--- src/rtl/tlcd_bus_scheduler.sv ---
// rtl/tlcd_bus_scheduler.sv - Text LCD bus owner: two-port round-robin write scheduler with HD44780 timing
module tlcd_bus_scheduler #(
  parameter int E_SETUP_CYC   = 2,
  parameter int E_HIGH_CYC    = 12,
  parameter int E_HOLD_CYC    = 2,
  parameter int CMD_WAIT_CYC  = 2000,
  parameter int LONG_WAIT_CYC = 82000
) (
  input  logic       CLK,
  input  logic       RST,
  input  logic       REQ0,
  input  logic       RS0,
  input  logic [7:0] DATA0,
  input  logic       LOCK0,
  output logic       ACK0,
  input  logic       REQ1,
  input  logic       RS1,
  input  logic [7:0] DATA1,
  input  logic       LOCK1,
  output logic       ACK1,
  output logic       BUSY,
  output logic       OWNER,
  output logic       TLCD_E,
  output logic       TLCD_RS,
  output logic       TLCD_RW,
  output logic [7:0] TLCD_DATA
);

  // The single down-counter must hold the largest phase length minus one.
  localparam int MAX_A   = (E_SETUP_CYC > E_HIGH_CYC) ? E_SETUP_CYC : E_HIGH_CYC;
  localparam int MAX_B   = (E_HOLD_CYC > CMD_WAIT_CYC) ? E_HOLD_CYC : CMD_WAIT_CYC;
  localparam int MAX_C   = (MAX_A > MAX_B) ? MAX_A : MAX_B;
  localparam int MAX_CYC = (MAX_C > LONG_WAIT_CYC) ? MAX_C : LONG_WAIT_CYC;
  localparam int CNT_W   = (MAX_CYC > 1) ? $clog2(MAX_CYC) : 1;

  localparam logic [CNT_W-1:0] SETUP_LD = CNT_W'(E_SETUP_CYC - 1);
  localparam logic [CNT_W-1:0] PULSE_LD = CNT_W'(E_HIGH_CYC - 1);
  localparam logic [CNT_W-1:0] HOLD_LD  = CNT_W'(E_HOLD_CYC - 1);
  localparam logic [CNT_W-1:0] CMD_LD   = CNT_W'(CMD_WAIT_CYC - 1);
  localparam logic [CNT_W-1:0] LONG_LD  = CNT_W'(LONG_WAIT_CYC - 1);

  typedef enum logic [2:0] {
    ST_IDLE,
    ST_SETUP,
    ST_PULSE,
    ST_HOLD,
    ST_WAIT
  } state_t;

  state_t           state_q, state_d;
  logic [CNT_W-1:0] cnt_q, cnt_d;
  logic             owner_q;
  logic             lock_q;
  logic             rs_q;
  logic [7:0]       data_q;

  logic             lock_eff;
  logic             elig0, elig1;
  logic             grant;
  logic             win;
  logic             long_cmd;
  logic             cnt_zero;

  assign cnt_zero  = (cnt_q == '0);
  // Clear display (01) and return home (02/03) need the long execution wait.
  assign long_cmd  = !rs_q && ((data_q == 8'h01) || (data_q == 8'h02) || (data_q == 8'h03));

  assign BUSY      = (state_q != ST_IDLE);
  assign OWNER     = owner_q;
  assign TLCD_E    = (state_q == ST_PULSE);
  assign TLCD_RS   = rs_q;
  assign TLCD_DATA = data_q;
  assign TLCD_RW   = 1'b0;

  // Arbitration: a held lock only counts while the owner still asserts its LOCK input.
  always_comb begin
    lock_eff = lock_q & (owner_q ? LOCK1 : LOCK0);
    elig0    = REQ0 & (!lock_eff | !owner_q);
    elig1    = REQ1 & (!lock_eff | owner_q);
    win      = (elig0 & elig1) ? ~owner_q : elig1;
  end

  // State and phase counter register.
  always_ff @(posedge CLK or posedge RST) begin
    if (RST) begin
      state_q <= ST_IDLE;
      cnt_q   <= '0;
    end else begin
      state_q <= state_d;
      cnt_q   <= cnt_d;
    end
  end

  // Next-state logic: each phase runs until the counter reaches zero, then reloads for the next.
  always_comb begin
    state_d = state_q;
    cnt_d   = cnt_q;
    grant   = 1'b0;
    ACK0    = 1'b0;
    ACK1    = 1'b0;
    case (state_q)
      ST_IDLE: begin
        if (elig0 | elig1) begin
          grant   = 1'b1;
          state_d = ST_SETUP;
          cnt_d   = SETUP_LD;
        end
      end
      ST_SETUP: begin
        if (cnt_zero) begin
          state_d = ST_PULSE;
          cnt_d   = PULSE_LD;
        end else begin
          cnt_d = cnt_q - CNT_W'(1);
        end
      end
      ST_PULSE: begin
        if (cnt_zero) begin
          state_d = ST_HOLD;
          cnt_d   = HOLD_LD;
        end else begin
          cnt_d = cnt_q - CNT_W'(1);
        end
      end
      ST_HOLD: begin
        if (cnt_zero) begin
          state_d = ST_WAIT;
          cnt_d   = long_cmd ? LONG_LD : CMD_LD;
        end else begin
          cnt_d = cnt_q - CNT_W'(1);
        end
      end
      ST_WAIT: begin
        if (cnt_zero) begin
          state_d = ST_IDLE;
          ACK0    = ~owner_q;
          ACK1    = owner_q;
        end else begin
          cnt_d = cnt_q - CNT_W'(1);
        end
      end
      default: begin
        state_d = ST_IDLE;
        cnt_d   = '0;
      end
    endcase
  end

  // Grant capture of owner, lock and byte; bus returns to zero when execution wait begins.
  always_ff @(posedge CLK or posedge RST) begin
    if (RST) begin
      owner_q <= 1'b1;
      lock_q  <= 1'b0;
      rs_q    <= 1'b0;
      data_q  <= 8'h00;
    end else begin
      if (grant) begin
        owner_q <= win;
        lock_q  <= win ? LOCK1 : LOCK0;
        rs_q    <= win ? RS1 : RS0;
        data_q  <= win ? DATA1 : DATA0;
      end else if ((state_q == ST_IDLE) && !lock_eff) begin
        lock_q <= 1'b0;
      end
      if ((state_q == ST_HOLD) && cnt_zero) begin
        rs_q   <= 1'b0;
        data_q <= 8'h00;
      end
    end
  end

endmodule

--- config.mk ---
export PLATFORM = sky130hd
export DESIGN_NAME = tlcd_bus_scheduler
export DESIGN_NICKNAME = d
export VERILOG_FILES = /design/src/rtl/tlcd_bus_scheduler.sv
export SDC_FILE = /design/constraint.sdc
export NUM_CORES = 1
export LEC_CHECK = 0
export ABC_AREA = 1
export BUFFER_PORTS_ARGS = -buffer_cell sky130_fd_sc_hd__buf_2
export CORE_ASPECT_RATIO = 2
export CORE_UTILIZATION = 50
export DETAILED_ROUTE_END_ITERATION = 7
export GPL_TIMING_DRIVEN = 0
export MAX_ROUTING_LAYER = met4
export PLACE_DENSITY = 0.83
export SLEW_MARGIN = 20
export SYNTH_ARGS = -nofsm -noshare
export SYNTH_HDL_FRONTEND = slang
export SYNTH_SLANG_ARGS = --single-unit
--- constraint.sdc ---
create_clock -name CLK -period 1.7 [get_ports CLK]
set_input_delay 0.34 -clock CLK [delete_from_list [all_inputs] [get_ports CLK]]
set_output_delay 0.34 -clock CLK [all_outputs]
set_load 0.02 [all_outputs]
# Yosys cells after proc, flatten, opt, wreduce, memory -nomap -nowiden
# Cells that the tools add are included.
# classes
n_eq_ne	13
bitwise_logic	8
addsub	1
n_reduce_logical	15
mux	30
# ops
cell	n
17-bit 2-to-1 mux	6
17-bit one-hot mux with 5 select lines	1
8-bit 2-to-1 mux	3
17-bit zero test	1
17-bit by 1-bit subtractor with 17-bit output (second input constant)	1
8-bit by 2-bit == test with 1-bit output (second input constant)	2
3-bit 2-to-1 mux	5
3-bit one-hot mux with 5 select lines	1
1-bit 2-to-1 mux	14
2-bit != test (second input constant)	5
8-bit by 1-bit == test with 1-bit output (second input constant)	1
3-bit by 2-bit == test with 1-bit output (second input constant)	2
5-bit AND reduction	1
1-bit bitwise AND	4
2-bit nonzero test	2
3-bit by 1-bit == test with 1-bit output (second input constant)	1
3-bit == test (second input constant)	1
1-bit logical AND	3
1-bit zero test	3
3-bit zero test	1
1-bit bitwise OR	3
3-bit nonzero test	1
1-bit logical OR	2
2-bit by 1-bit != test with 1-bit output (second input constant)	1
2 further kinds	2
# word_totals
wordCells	73
out_inout_bits	15
reg_bits	31
inputBits	24

# Logic depth before layout (Yosys ltp)
# depth
depth_word	10
mapped_depth	13
depth_no_buf	12

# Worst setup path before layout
# OpenSTA, ideal clock, no wires.
# synth_timing
path_type	reg2out
startpoint	register cnt_q[0]
endpoint	output port ACK0
arrival_time_ps	1463
path_stages_with_launch	9
setup_slack_ps	-103
cell_sequence	dfrtp_1 > inv_1 > ha_1 > nand2_2 > nor2_4 > nand2_4 > nor2_8 > nand2_4 > nor2_1
# synth_between
elab_chain_cells	3
# synth_lines
element	line_no	text
from (decl)	51	logic [CNT_W-1:0] cnt_q, cnt_d;
from (signal assigned)	90	cnt_q <= cnt_d;
17-bit zero test	64	assign cnt_zero = (cnt_q == '0);
1-bit 2-to-1 mux	134	if (cnt_zero) begin
1-bit 2-to-1 mux	101	case (state_q)
to (decl)	15	output logic ACK0,
# No other way between the ends.

# Worst setup path after layout
# layout_timing
startpoint	register cnt_q[13]
endpoint	output port ACK0
# Same word-level chain as after synthesis.

==> reports/results.tsv <==
metric	value	unit
status	finished, violations left	
violations	negative setup slack	
layout_common_cells	104 x nand2_1, 42 x inv_1, 35 x buf_2, 32 x nor2_1, 27 x dfrtp_1	
firstDrtPassIters	4	
p_leak	1.50	nW
maxSlewViolCount	0	
ff2ff_setup_slack	-0.23	ns
yosysSeqAreaShare	0.373	
vias_per_cell	5.42	
syn-num-nets	343	
worstMarginPinSlew	0.648	ns
grt_pass1_wl	9.83	mm
grt_antenna_before_repair	0	
cts_max_level	2	
gr-usage-all-layers	0.318	
cp-start-kind	flop	
hpwl	3.92	mm
period_needed	1.98	ns
arrival	1.64	ns
drc_errors	0	
clkSinkCount	31	
pre_cts_slack	-0.318	ns
overflow	0	
nNetsFinal	409	
cts_tree	built	
post_synth.cell_area_avg	6.55	µm²
port_buffers	37	
synthCells	318	
cts_buffers	5	
rsz0062_at_grt	yes	
setup_viol_count_final	19	
synth_top_area_share	0.361	
end_kind	primary output	
cpPeakStageDelay	0.41	ns
pwr_density_cell	555	nW/µm²
ir_drop	0.000604	V
hold_viol_final	0	
crit_type	flop to primary output	
synth-seq-cells	31	
clk_pin_slew	0.06	ns
fin_crit_sh	1.17	
via_count	2363	
rows	32	
synth_async_sr_flop_share	1.00	
slew_headroom	0.567	
layout_commonest_cell	nand2_1	
fp.dieH	93.3	µm
grt_pass1_vias	2254	
max-cap-violations	0	
regArea	781	µm²
yosys_warnings	0	
hp-class	input port to asynchronous set/reset pin	
initial_core_util	0.531	
cp.required	1.36	ns
stdcell_count	436	
coreArea	3920	µm²
worst_slack	-0.283	ns
p_total	1.58	mW
die_area	4440	µm²
grt_max_degree	32	
crit_path_cell_trace	nor2_2 > nand2_1 > nor2_4 > nand2_4 > nor2_8 > nand2_8 > nor2_4 > buf_6	
cp_slowest_cell	dfrtp_1	
final_antenna_net_count	0	
syn_to_final_growth	36.6	%
placed_area	2340	µm²
dp_cells	406	
setup_tns	-3.01	ns
path_max_fanout	3	
worst_skew_pair.late_latency	0.28	ns
drt-total-wl	6.46	mm
design_area	2840	µm²
die_x	47.6	µm
root_buffer	clkbuf_8	
ys.flop_type	dfrtp_1	
skew	0.00758	ns
netlist_area	2080	µm²
drt_iter0_markers	89	
synth-edff-count	0	
fmax	0.504	GHz
yosysTopAreaCell	dfrtp_1	
place.gp.congestion	0.911	
io_pins	39	
utilization	0.725	
yosys-top-cells-area	dfrtp_1 36%, nand2_1 21%, inv_1 8.3%	
antenna_cells	0	
crit_top_cell	nor2_4	
holdWs	0.145	ns
multi_input_area	1280	µm²
synth_cell_type_count	29	
cts_hold_buf	0	
cts_buffer_depth	2	
drive_above_1_share	0.317	
wl_per_cell	14.8	µm
fillers	318	
-- cells in the mapped netlist, types with 3 or more instances --
cell type	number
dfrtp_1	30
nand2_4	3
nor2_1	41
nand2_1	116
o21ai_0	13
nand3_1	22
nor2_2	4
xor2_1	3
nand4_1	3
o211ai_1	11
inv_1	46
a21oi_1	4
xnor2_1	3
-- routing by layer --
metal / share of wire / GRT usage / vias up / wire, µm
met5: 0 / - / - / 0
met4: 0.068 / 0.164 / 0 / 442
met3: 0.044 / 0.0386 / 40 / 282
met2: 0.57 / 0.562 / 120 / 3670
met1: 0.32 / 0.315 / 1091 / 2060
li1: - / - / 1112 / -
-- report_power, final --
group | internal (mW) | leakage, nW | switching (mW)
Combinational | 0.0632 | 1.11 | 0.105
Clock | 0.369 | 0.0515 | 0.266
Sequential | 0.761 | 0.336 | 0.0157
-- timing repair --
item / 4_1_cts / 5_1_grt
gates resized for setup: 33 / 33
setup endpoints to repair: 32 / 33
pin swaps: 7 / 8
cloned: 0 / 1
buffers inserted: 16 / 6
-- worst paths after layout --
path	startpoint	end	cells after the start
worst max register to register	cnt_q[13]	cnt_q[12]	13
worst max-delay path	cnt_q[13]	ACK0	8
worst min-delay path	RST	cnt_q[7]	2
max in group asynchronous	RST	state_q[0]	2
min in group CLK	DATA1[7]	TLCD_DATA[7]	3
worst min register to register	cnt_q[1]	cnt_q[1]	2
-- kinds of logic (layout without fill, tap and decap cells) --
| family | after synthesis | count (layout) | share of synthesized area |
|---|---|---|---|
| adders and majority gates | 1 | 1 | 0.00601 |
| DFF | 31 | 31 | 0.373 |
| xor gates and xnor gates | 6 | 6 | 0.0252 |
| and+or+nand+nor | 197 | 197 | 0.408 |
| buffers and inverters | 53 | 120 | 0.102 |
| other | 1 | 1 | 0.00180 |
| AOI/OAI and AO/OA | 29 | 29 | 0.0835 |
-- area by class of cell --
type                       instances  area share
buffer                             6      0.0211
clock buffer                       8      0.0352
inverter                          47      0.0620
multi-input combinational        234       0.451
sequential                        31       0.275
tap                               51      0.0224
timing repair buffer              59       0.134
-- sequential cells by signal, indices dropped and copies added (netlist names) --
name,count
lock_q,1
cnt_q,17
OWNER,1
TLCD_RS,1
state_q,3
TLCD_DATA,8
-- critical path, delay by kind of cell, from the launching register on --
family                 cells  cell delay, ns
and+or+nand+nor            7            0.83
buffers and inverters      1            0.12
DFF                        1            0.41
No activity file was read; power rests on OpenSTA's default activity.
